**src/rtl/latency_pipe_pkg.sv**
```systemverilog
// Shared definitions for latency_pipe: minimum legal depth and a width helper
// used to size the occupancy counter.
package latency_pipe_pkg;

  localparam int MIN_LATENCY = 1;

  // Number of bits needed to encode values 0..value-1.
  function automatic int clog2(input int value);
    int result;
    int rem;
    result = 0;
    rem    = value - 1;
    while (rem > 0) begin
      result = result + 1;
      rem    = rem >> 1;
    end
    return result;
  endfunction

endpackage

```
**src/rtl/latency_pipe_stage.sv**
```systemverilog
// One pipeline stage: data register plus valid bit. It loads on load, and
// clear drops the valid bit without touching the data.
module latency_pipe_stage
  import latency_pipe_pkg::*;
#(
  parameter int DATA_WIDTH = 8
) (
  input  logic                  clk,
  input  logic                  rst,
  input  logic                  load,
  input  logic                  clear,
  input  logic                  src_valid,
  input  logic [DATA_WIDTH-1:0] src_data,
  output logic                  v,
  output logic [DATA_WIDTH-1:0] d
);

  logic                  v_q;
  logic                  v_d;
  logic [DATA_WIDTH-1:0] d_q;
  logic [DATA_WIDTH-1:0] d_d;

  // A bubble load only clears the valid bit, so the data register holds still.
  always_comb begin
    v_d = v_q;
    d_d = d_q;
    if (clear) begin
      v_d = 1'b0;
    end else if (load) begin
      v_d = src_valid;
      if (src_valid) begin
        d_d = src_data;
      end else begin
        d_d = d_q;
      end
    end else begin
      v_d = v_q;
    end
  end

  always_ff @(posedge clk) begin
    if (rst) begin
      v_q <= 1'b0;
      d_q <= '0;
    end else begin
      v_q <= v_d;
      d_q <= d_d;
    end
  end

  assign v = v_q;
  assign d = d_q;

endmodule

```
**src/rtl/latency_pipe.sv**
```systemverilog
// Fixed-latency elastic pipeline with valid/ready on both sides, bubble
// collapsing under backpressure, synchronous flush and an occupancy count.
module latency_pipe
  import latency_pipe_pkg::*;
#(
  parameter int DATA_WIDTH = 8,
  parameter int LATENCY    = 4,
  parameter int CNT_WIDTH  = clog2(LATENCY + 1)
) (
  input  logic                  clk,
  input  logic                  rst,
  input  logic                  flush,
  input  logic [DATA_WIDTH-1:0] din,
  input  logic                  in_valid,
  output logic                  in_ready,
  output logic [DATA_WIDTH-1:0] dout,
  output logic                  out_valid,
  input  logic                  out_ready,
  output logic [CNT_WIDTH-1:0]  count
);

  if (LATENCY < MIN_LATENCY) begin : g_bad_latency
    $error("latency_pipe: LATENCY must be at least %0d", MIN_LATENCY);
  end

  logic [LATENCY-1:0]    en_s;
  logic [LATENCY-1:0]    v_s;
  logic [DATA_WIDTH-1:0] d_s [LATENCY];
  logic                  accept_s;
  logic                  deliver_s;
  logic [CNT_WIDTH-1:0]  count_q;
  logic [CNT_WIDTH-1:0]  count_d;

  // Ready ripples back from the output: a full stage can move only if the one ahead moves.
  always_comb begin
    en_s = '0;
    en_s[LATENCY-1] = !v_s[LATENCY-1] || out_ready;
    for (int i = LATENCY - 2; i >= 0; i--) begin
      en_s[i] = !v_s[i] || (v_s[i+1] ? en_s[i+1] : 1'b1);
    end
  end

  assign in_ready  = en_s[0] && !flush && !rst;
  assign accept_s  = in_valid && in_ready;
  assign out_valid = v_s[LATENCY-1] && !flush;
  assign deliver_s = out_valid && out_ready;
  assign dout      = d_s[LATENCY-1];

  for (genvar g = 0; g < LATENCY; g++) begin : g_stage
    if (g == 0) begin : g_head
      latency_pipe_stage #(.DATA_WIDTH(DATA_WIDTH)) u_stage (
        .clk       (clk),
        .rst       (rst),
        .load      (en_s[g]),
        .clear     (flush),
        .src_valid (accept_s),
        .src_data  (din),
        .v         (v_s[g]),
        .d         (d_s[g])
      );
    end else begin : g_body
      latency_pipe_stage #(.DATA_WIDTH(DATA_WIDTH)) u_stage (
        .clk       (clk),
        .rst       (rst),
        .load      (en_s[g]),
        .clear     (flush),
        .src_valid (v_s[g-1]),
        .src_data  (d_s[g-1]),
        .v         (v_s[g]),
        .d         (d_s[g])
      );
    end
  end

  // Occupancy tracks accept minus deliver; both together leave it unchanged.
  always_comb begin
    count_d = count_q;
    case ({accept_s, deliver_s})
      2'b10:   count_d = count_q + CNT_WIDTH'(1);
      2'b01:   count_d = count_q - CNT_WIDTH'(1);
      default: count_d = count_q;
    endcase
  end

  always_ff @(posedge clk) begin
    if (rst) begin
      count_q <= '0;
    end else if (flush) begin
      count_q <= '0;
    end else begin
      count_q <= count_d;
    end
  end

  assign count = count_q;

endmodule

```
**config.mk**
```make
export PLATFORM = sky130hd
export DESIGN_NAME = latency_pipe
export DESIGN_NICKNAME = d
export VERILOG_FILES = /design/src/rtl/latency_pipe_pkg.sv /design/src/rtl/latency_pipe_stage.sv /design/src/rtl/latency_pipe.sv
export SDC_FILE = /design/constraint.sdc
export NUM_CORES = 1
export LEC_CHECK = 0
export BUFFER_PORTS_ARGS = -buffer_cell sky130_fd_sc_hd__buf_2
export CAP_MARGIN = 20
export CORE_UTILIZATION = 52
export CTS_CLUSTER_DIAMETER = 60
export DETAILED_ROUTE_END_ITERATION = 12
export PLACE_DENSITY_LB_ADDON = 0.05
export SLEW_MARGIN = 40
export SYNTH_ARGS = -nofsm -noshare
export SYNTH_HDL_FRONTEND = slang
export SYNTH_SLANG_ARGS = --single-unit
```
**constraint.sdc**
```tcl
create_clock -name clk -period 2.85 [get_ports clk]
set_clock_uncertainty 0.2 [all_clocks]
set_input_delay 0.1425 -clock clk [delete_from_list [all_inputs] [get_ports clk]]
set_output_delay 0.1425 -clock clk [all_outputs]
set_load 0.1 [all_outputs]
```
==> results.md, run 1 <==
- Slew Viols, Final: 0
- Setup-failing EPs final: 0
- Leakage power: about 0.91 nW
- Die width: between 60 and 70 µm
- Syn_nets: ~230
- Post-Place Cells: ~260
- R2R depth: 8
- PD cells: approximately 530 mW/mm²
- Final cell count without fillers: 273
- Worst setup path end: count[2]$_SDFFE_PP0P_
- DP Worst Slack: 0.475 ns
- Met2 routed WL: 1610 µm
- Syn Inst Count: between 200 and 250
- Setup ws final: around 0.44 ns
- Die area: 0.00376 mm²
- Crit-path slowest cell: dfxtp_1
- TritonCTS Buffers: 5
- Max frequency: 416 MHz
- Worst vdd ir: roughly 320 µV
- Rows: 21
- Status: complete, no violations
- Slowest cell delay on critical path: roughly 0.76 ns
- RR Startpoint: g_stage[0].g_head.u_stage.v$_SDFFE_PP0P_
- # DRC: 0
- DRC violation total after the first TritonRoute iteration: between 40 and 50
- Post-Syn Area: roughly 0.0018 mm²
- Avg Cell Area, Syn: 8.63 µm²
- Crit-path cells: a21oi_4 -> nand2_1 -> ha_1 -> inv_1 -> fa_1 -> xor2_1 -> or3_1 -> a21oi_1
- Final hold violation count: 0
- Vias per cell: between 5 and 6
- First-pass GRT wire length: between 5000 and 6000 µm
- Hold_buf cts: 3
- Largest net degree at the start of global routing: 49
- Fin nets: ~240
- Yosys reg bits: 39
- Critical Path RT: 2.93 ns
- Yosys top cell by area: dfxtp_1
- Critical Path End Type: flip-flop
- Detailed Routing Iterations Pass 1: 4
- Number of I/O port buffers: 25
- Setup Buffers After CTS: 0
- Vias: about 1400
- Worst-margin pin slew: around 0.66 ns
- Routability cong.: around 0.75
- Antenna diodes: 0
- Total GRT Usage: between 20% and 30%
- Drt wl/cell: 12.5 µm
- Synth area leaders: dfxtp_1 (43%), nand2b_1 (9.2%), mux2i_1 (8.8%), a2111oi_0 (3.8%), buf_4 (3.7%)
- Crit Path Max Fanout: 20
- Rel. slew slack: 56.1%
- Layout overhead on the synthesized area: 11.8%
- Hold/Removal Path Class: input pin to flip-flop
- Tmin final: 2.41 ns
- Ys Warns: 0
- Total Wirelength: about 3400 µm
- Clk_lat worst skew: approximately 0.34 ns
- Worst setup path category: flip-flop to flip-flop
- DR top layer: met4
- RSZ-0062 raised after global routing: no
- CTS clk-pin slew, worst paths: 0.11 ns
- Initial Utilization: approximately 54%
- Reg2reg end: count[2]$_SDFFE_PP0P_
- Die height: ~61 µm
- Number of H-tree levels: 2
- Gr ovfl total: 0
- Initial antenna violation count: 0
- Crit path launch type: flip-flop
- Vias in the first global route: about 1300
- Top-area cell type share of the netlist area: between 40% and 50%
- Root buf cell: clkbuf_4
- # clock sinks: 39
- Detail Placement HPWL: 2370 µm
- Post-synthesis cell type count: 27
- Bufs on Longest Clock Path: 2
- Max-cap violations: 0
- CTS tree: done
- Met3 WL post-DR: ~150 µm
- Flop2flop setup slack: 0.44 ns
- Io pins: 26
- Worst EP arrival: 2.48 ns
- Critical Path Source: g_stage[0].g_head.u_stage.v$_SDFFE_PP0P_
- Final ANT Viol Nets: 0
- Period utilisation layout: a little over four fifths
- Sequential element share of the synthesized area: 42.7%
- Layout cells sized above 1: between 10% and 20%
- FILL cells: 333
- Post-CTS Resized: 0
- Setup TNS Final: 0 ns
- Core Footprint: 0.00336 mm²
- Metal-1 WL: roughly 1600 µm
==> stage by stage <==
stage,cell area [µm²],hold slack (ns),power (W),utilization (%)
6_report,2050,0.0472,0.00108,60.8
5_1_grt,2050,0.0774,0.00112,60.8
4_1_cts,2050,0.0353,0.00109,60.8
3_5_place_dp,1910,0.208,0.000634,56.9
3_3_place_gp,1910,0.199,0.000632,56.9
2_1_floorplan,1850,0.0599,0.000616,-
==> cell type report <==
class / instances / area, µm² / area share [%]
clock inverter: 2 / 60.1 / 2.94
multi-input combinational: 138 / 891 / 43.5
inverter: 12 / 45.0 / 2.20
clock buffer: 6 / 41.3 / 2.02
timing repair buffer: 30 / 170 / 8.32
sequential: 39 / 781 / 38.2
tap: 46 / 57.6 / 2.81
==> kinds of logic (layout without fill, tap and decap cells) <==
logic type	count (synthesis)	count (layout)	share of synthesized area, %
AOI/OAI and AO/OA	31	31	10.3
xor gates and xnor gates	2	2	0.958
adders and majority gates	2	2	1.78
buffers and inverters	35	50	9.64
DFF	39	39	42.7
muxes	16	16	8.75
and+or+nand+nor	87	87	25.9
==> synth_stat cells, drive strengths merged <==
| cell | n |
|---|---|
| and2 | 1 |
| xor2 | 2 |
| a211o | 1 |
| nor2 | 17 |
| ha | 1 |
| nand3 | 8 |
| nand2b | 27 |
| nor2b | 4 |
| nand4b | 1 |
| and4b | 1 |
| nand3b | 1 |
| a2111oi | 8 |
| buf | 15 |
| nand2 | 9 |
| clkbuf | 8 |
| fa | 1 |
| dfxtp | 39 |
| a21oi | 13 |
| inv | 12 |
| mux2i | 16 |
| o21ai | 9 |
| nor3 | 8 |
| or2 | 1 |
| or3 | 9 |
==> placed cells by master, fill, tap and decap left out, types with 2 or more instances in the layout <==
| cell | synthesis | layout |
|---|---|---|
| nor2_1 | 17 | 17 |
| o21ai_0 | 9 | 9 |
| nand2b_1 | 27 | 27 |
| inv_1 | 12 | 12 |
| mux2i_1 | 16 | 16 |
| nand3_1 | 8 | 8 |
| nand2_1 | 9 | 9 |
| buf_2 | 3 | 25 |
| clkbuf_4 | 0 | 5 |
| buf_4 | 9 | 2 |
| nor3_1 | 8 | 8 |
| bufinv_16 | 0 | 2 |
| dlygate4sd3_1 | 0 | 3 |
| or3_1 | 9 | 9 |
| a2111oi_0 | 8 | 8 |
| nor2b_1 | 4 | 3 |
| dfxtp_1 | 39 | 39 |
| a21oi_1 | 13 | 12 |
| xor2_1 | 2 | 2 |
==> how the worst min path moves through the flow <==
stage	startpoint	to	slack [ns]	cells past startpoint
detailed placement	in_valid	g_stage[0].g_head.u_stage.v$_SDFFE_PP0P_	0.21	3
finish	out_ready	g_stage[3].g_body.u_stage.v$_SDFFE_PP0P_	0.05	4
CTS	out_ready	g_stage[3].g_body.u_stage.v$_SDFFE_PP0P_	0.04	4
global route	out_ready	g_stage[3].g_body.u_stage.v$_SDFFE_PP0P_	0.08	4
floorplan	in_valid	g_stage[0].g_head.u_stage.v$_SDFFE_PP0P_	0.06	2
global placement	in_valid	g_stage[0].g_head.u_stage.v$_SDFFE_PP0P_	0.20	3
==> state kept, by name, indices dropped and copies added, names as in the netlist <==
register                  count
g_stage.g_body.u_stage.v      3
count                         3
g_stage.g_body.u_stage.d     24
g_stage.g_head.u_stage.d      8
g_stage.g_head.u_stage.v      1
==> per-layer routing <==
layer,vias to the layer above,GRT usage [%]
li1,738,-
met4,0,6.82
met2,35,35.1
met1,641,25.1
met3,5,5.67
met5,-,0
==> critical path, delay by kind of cell (launching register included) <==
kind | cells | cell delay, ns
flip-flops | 1 | 0.76
adder cells (fa/ha/maj) | 2 | 0.54
AO/OA/AOI/OAI | 2 | 0.23
buffers and inverters | 1 | 0.06
XOR/XNOR | 1 | 0.15
AND/OR/NAND/NOR | 2 | 0.40
==> report_power, final <==
part / internal [W] / total, W / switching, W / leakage, nW
Sequential: 0.000552 / 0.000559 / 0.00000686 / 0.315
Clock: 0.000274 / 0.000455 / 0.000181 / 0.0525
Combinational: 0.0000275 / 0.0000663 / 0.0000387 / 0.542
Note: power is estimated with default switching activity, not from simulation.
==> run 2, diff against run 1 <==
clock period = 2.4 ns   (was 2.85 ns; I/O delays follow)
==> results.md, run 2 (same netlist as run 1, synthesis figures left out) <==
- Crit-path cells: and4b_1 -> a21oi_4 -> nand2_1 -> ha_2 -> inv_2 -> fa_1 -> xor2_1 -> or3_1 -> a21oi_1
- Leakage power: about 0.9 nW
- Max frequency: approximately 440 MHz
- First-pass GRT wire length: 5500 µm
- Crit path launch type: flip-flop
- Final hold violation count: 0
- Setup Buffers After CTS: 0
- Vias in the first global route: approximately 1300
- RR Startpoint: g_stage[2].g_body.u_stage.v$_SDFFE_PP0P_
- Critical Path End Type: flip-flop
- Number of H-tree levels: 2
- Vias: 1443
- Rows: 21
- Slowest cell delay on critical path: 0.40 ns
- Sequential share of power: roughly 60%
- TritonCTS Buffers: 5
- Vias per cell: 5.25
- Tmin final: 2.28 ns
- Bufs on Longest Clock Path: 2
- RSZ-0062 raised after global routing: no
- CTS clk-pin slew, worst paths: approximately 0.11 ns
- Die area: roughly 0.0038 mm²
- Worst Hold Path Cells: 5
- Crit Path Max Fanout: 7
- Rel. slew slack: between 60% and 70%
- Drt wl/cell: about 12 µm
- Crit-path slowest cell: dfxtp_2
- DR top layer: met4
- CTS tree: done
- Core Footprint: between 0.003 and 0.004 mm²
- DRC violation total after the first TritonRoute iteration: 47
- Max-cap violations: 0
- Number of I/O port buffers: 25
- Switch share: between 20% and 30%
- FILL cells: roughly 330
- Max reg flops: 24
- Worst setup path category: flip-flop to flip-flop
- Met3 WL post-DR: slightly below 100 µm
- Die width: 61.3 µm
- Slew Viols, Final: 0
- Worst vdd ir: between 300 and 400 µV
- Clock power frac: between 30 and 40%
- PD cells: ~530 mW/mm²
- Detail Placement HPWL: 2420 µm
- Detailed Routing Iterations Pass 1: 4
- Final ANT Viol Nets: 0
- Layout overhead on the synthesized area: 10.5%
- Metal-1 WL: about 1500 µm
- R2R depth: 9
- Initial antenna violation count: 0
- Gate power share: 7.6%
- Met2 routed WL: approximately 1700 µm
- Critical Path Source: g_stage[2].g_body.u_stage.v$_SDFFE_PP0P_
- Gr ovfl total: 0
- Hold/Removal Path Class: input pin to flip-flop
- WHS: ~0.036 ns
- Reg2reg end: count[2]$_SDFFE_PP0P_
- Initial Utilization: approximately 54%
- Total Wirelength: between 3000 and 4000 µm
- Io pins: 26
- Die height: 61.3 µm
- Setup-failing EPs final: 0
- Largest net degree at the start of global routing: 49
- Total GRT Usage: 20.5%
- Worst-margin pin slew: a little under 0.6 ns
- # clock sinks: 39
- Setup ws final: roughly 0.12 ns
- DP Worst Slack: approximately 0.14 ns
- Worst setup path end: count[2]$_SDFFE_PP0P_
- Flop2flop setup slack: 0.12 ns
- Status: complete, no violations
- Antenna diodes: 0
- Fin nets: 243
- Critical Path RT: 2.49 ns
- Post-CTS Resized: 0
- Cell internal pwr: 0.000801 W
- Clk_lat worst skew: between 0.3 and 0.4 ns
- Most frequent cells in the layout: dfxtp_1 (37), nand2b_1 (27), buf_2 (25), nor2_1 (17), mux2i_1 (16)
- Routability cong.: around 0.77
- # DRC: 0
- Layout cells sized above 1: around 20%
- Worst EP arrival: around 2.4 ns
- Commonest non-fill, non-tap cell in the layout: dfxtp_1
- Root buf cell: clkbuf_4
- Period utilisation layout: a little over nine tenths
- Switching power total: between 0.0002 and 0.0003 W
## run 2: cell types whose count changed in the layout (fill, tap and decap cells not counted), moves of 2 or more
cell        change
clkinvlp_4      +2
buf_4           +2
dfxtp_1         -2
bufinv_16       -2
dfxtp_2         +2
## run 2: area by class of cell
| cell class | instances | area (µm²) | area share (%) |
|---|---|---|---|
| Multi-Input combinational cell | 138 | 893 | 44.2 |
| Sequential cell | 39 | 783 | 38.7 |
| Timing Repair Buffer | 32 | 185 | 9.16 |
| Tap cell | 46 | 57.6 | 2.85 |
| Inverter | 12 | 45.0 | 2.23 |
| Clock buffer | 5 | 37.5 | 1.86 |
| Clock inverter | 3 | 20.0 | 0.990 |
## run 2: timing repair
action / in CTS / in global routing
endpoints found under the setup margin: 0 / 0
endpoints found under the hold margin: 7 / 0
hold buffers: 3 / 0
## run 2: worst min-delay path by stage
stage / endpoint / startpoint
after global placement: g_stage[0].g_head.u_stage.v$_SDFFE_PP0P_ / in_valid
after global routing: g_stage[3].g_body.u_stage.v$_SDFFE_PP0P_ / out_ready
after CTS: g_stage[3].g_body.u_stage.v$_SDFFE_PP0P_ / out_ready
final: g_stage[3].g_body.u_stage.v$_SDFFE_PP0P_ / out_ready
after floorplan: g_stage[0].g_head.u_stage.v$_SDFFE_PP0P_ / in_valid
after detailed placement: g_stage[0].g_head.u_stage.v$_SDFFE_PP0P_ / in_valid
## run 2: critical path: cells and delay by family, from the launching register on
kind | cells | cell delay [ns]
AOI/OAI and AO/OA | 2 | 0.21
xor gates and xnor gates | 1 | 0.16
adders and majority gates | 2 | 0.56
buffers and inverters | 1 | 0.04
DFF | 1 | 0.40
and+or+nand+nor | 3 | 0.65
## run 2: layer usage
| layer | GRT usage (%) | up-vias |
|---|---|---|
| met5 | 0 | - |
| met4 | 10.4 | 0 |
| met3 | 5.67 | 8 |
| met2 | 35.4 | 21 |
| met1 | 23.0 | 680 |
| li1 | - | 734 |
## run 2: stage by stage
| stage | utilization, % | setup TNS, ns | instance area, µm² | total power [W] | cells |
|---|---|---|---|---|---|
| 2_1_floorplan | - | -0.248 | 1850 | 0.000732 | 212 |
| 3_3_place_gp | 57.5 | 0 | 1930 | 0.000752 | 264 |
| 3_5_place_dp | 57.5 | 0 | 1930 | 0.000754 | 264 |
| 4_1_cts | 60.1 | 0 | 2020 | 0.00109 | 275 |
| 5_1_grt | 60.1 | 0 | 2020 | 0.00113 | 275 |
| 6_report | 60.1 | 0 | 2020 | 0.00107 | 275 |
## run 2: power by group through the flow
| stage | registers [W] | clock network, W | logic, W |
|---|---|---|---|
| 6_report | 0.000661 | 0.000333 | 0.0000815 |
| 5_1_grt | 0.000662 | 0.000374 | 0.0000900 |
| 4_1_cts | 0.000661 | 0.000346 | 0.0000821 |
| 3_5_place_dp | 0.000676 | 0 | 0.0000784 |
| 3_3_place_gp | 0.000675 | 0 | 0.0000768 |
| 2_1_floorplan | 0.000677 | 0 | 0.0000545 |
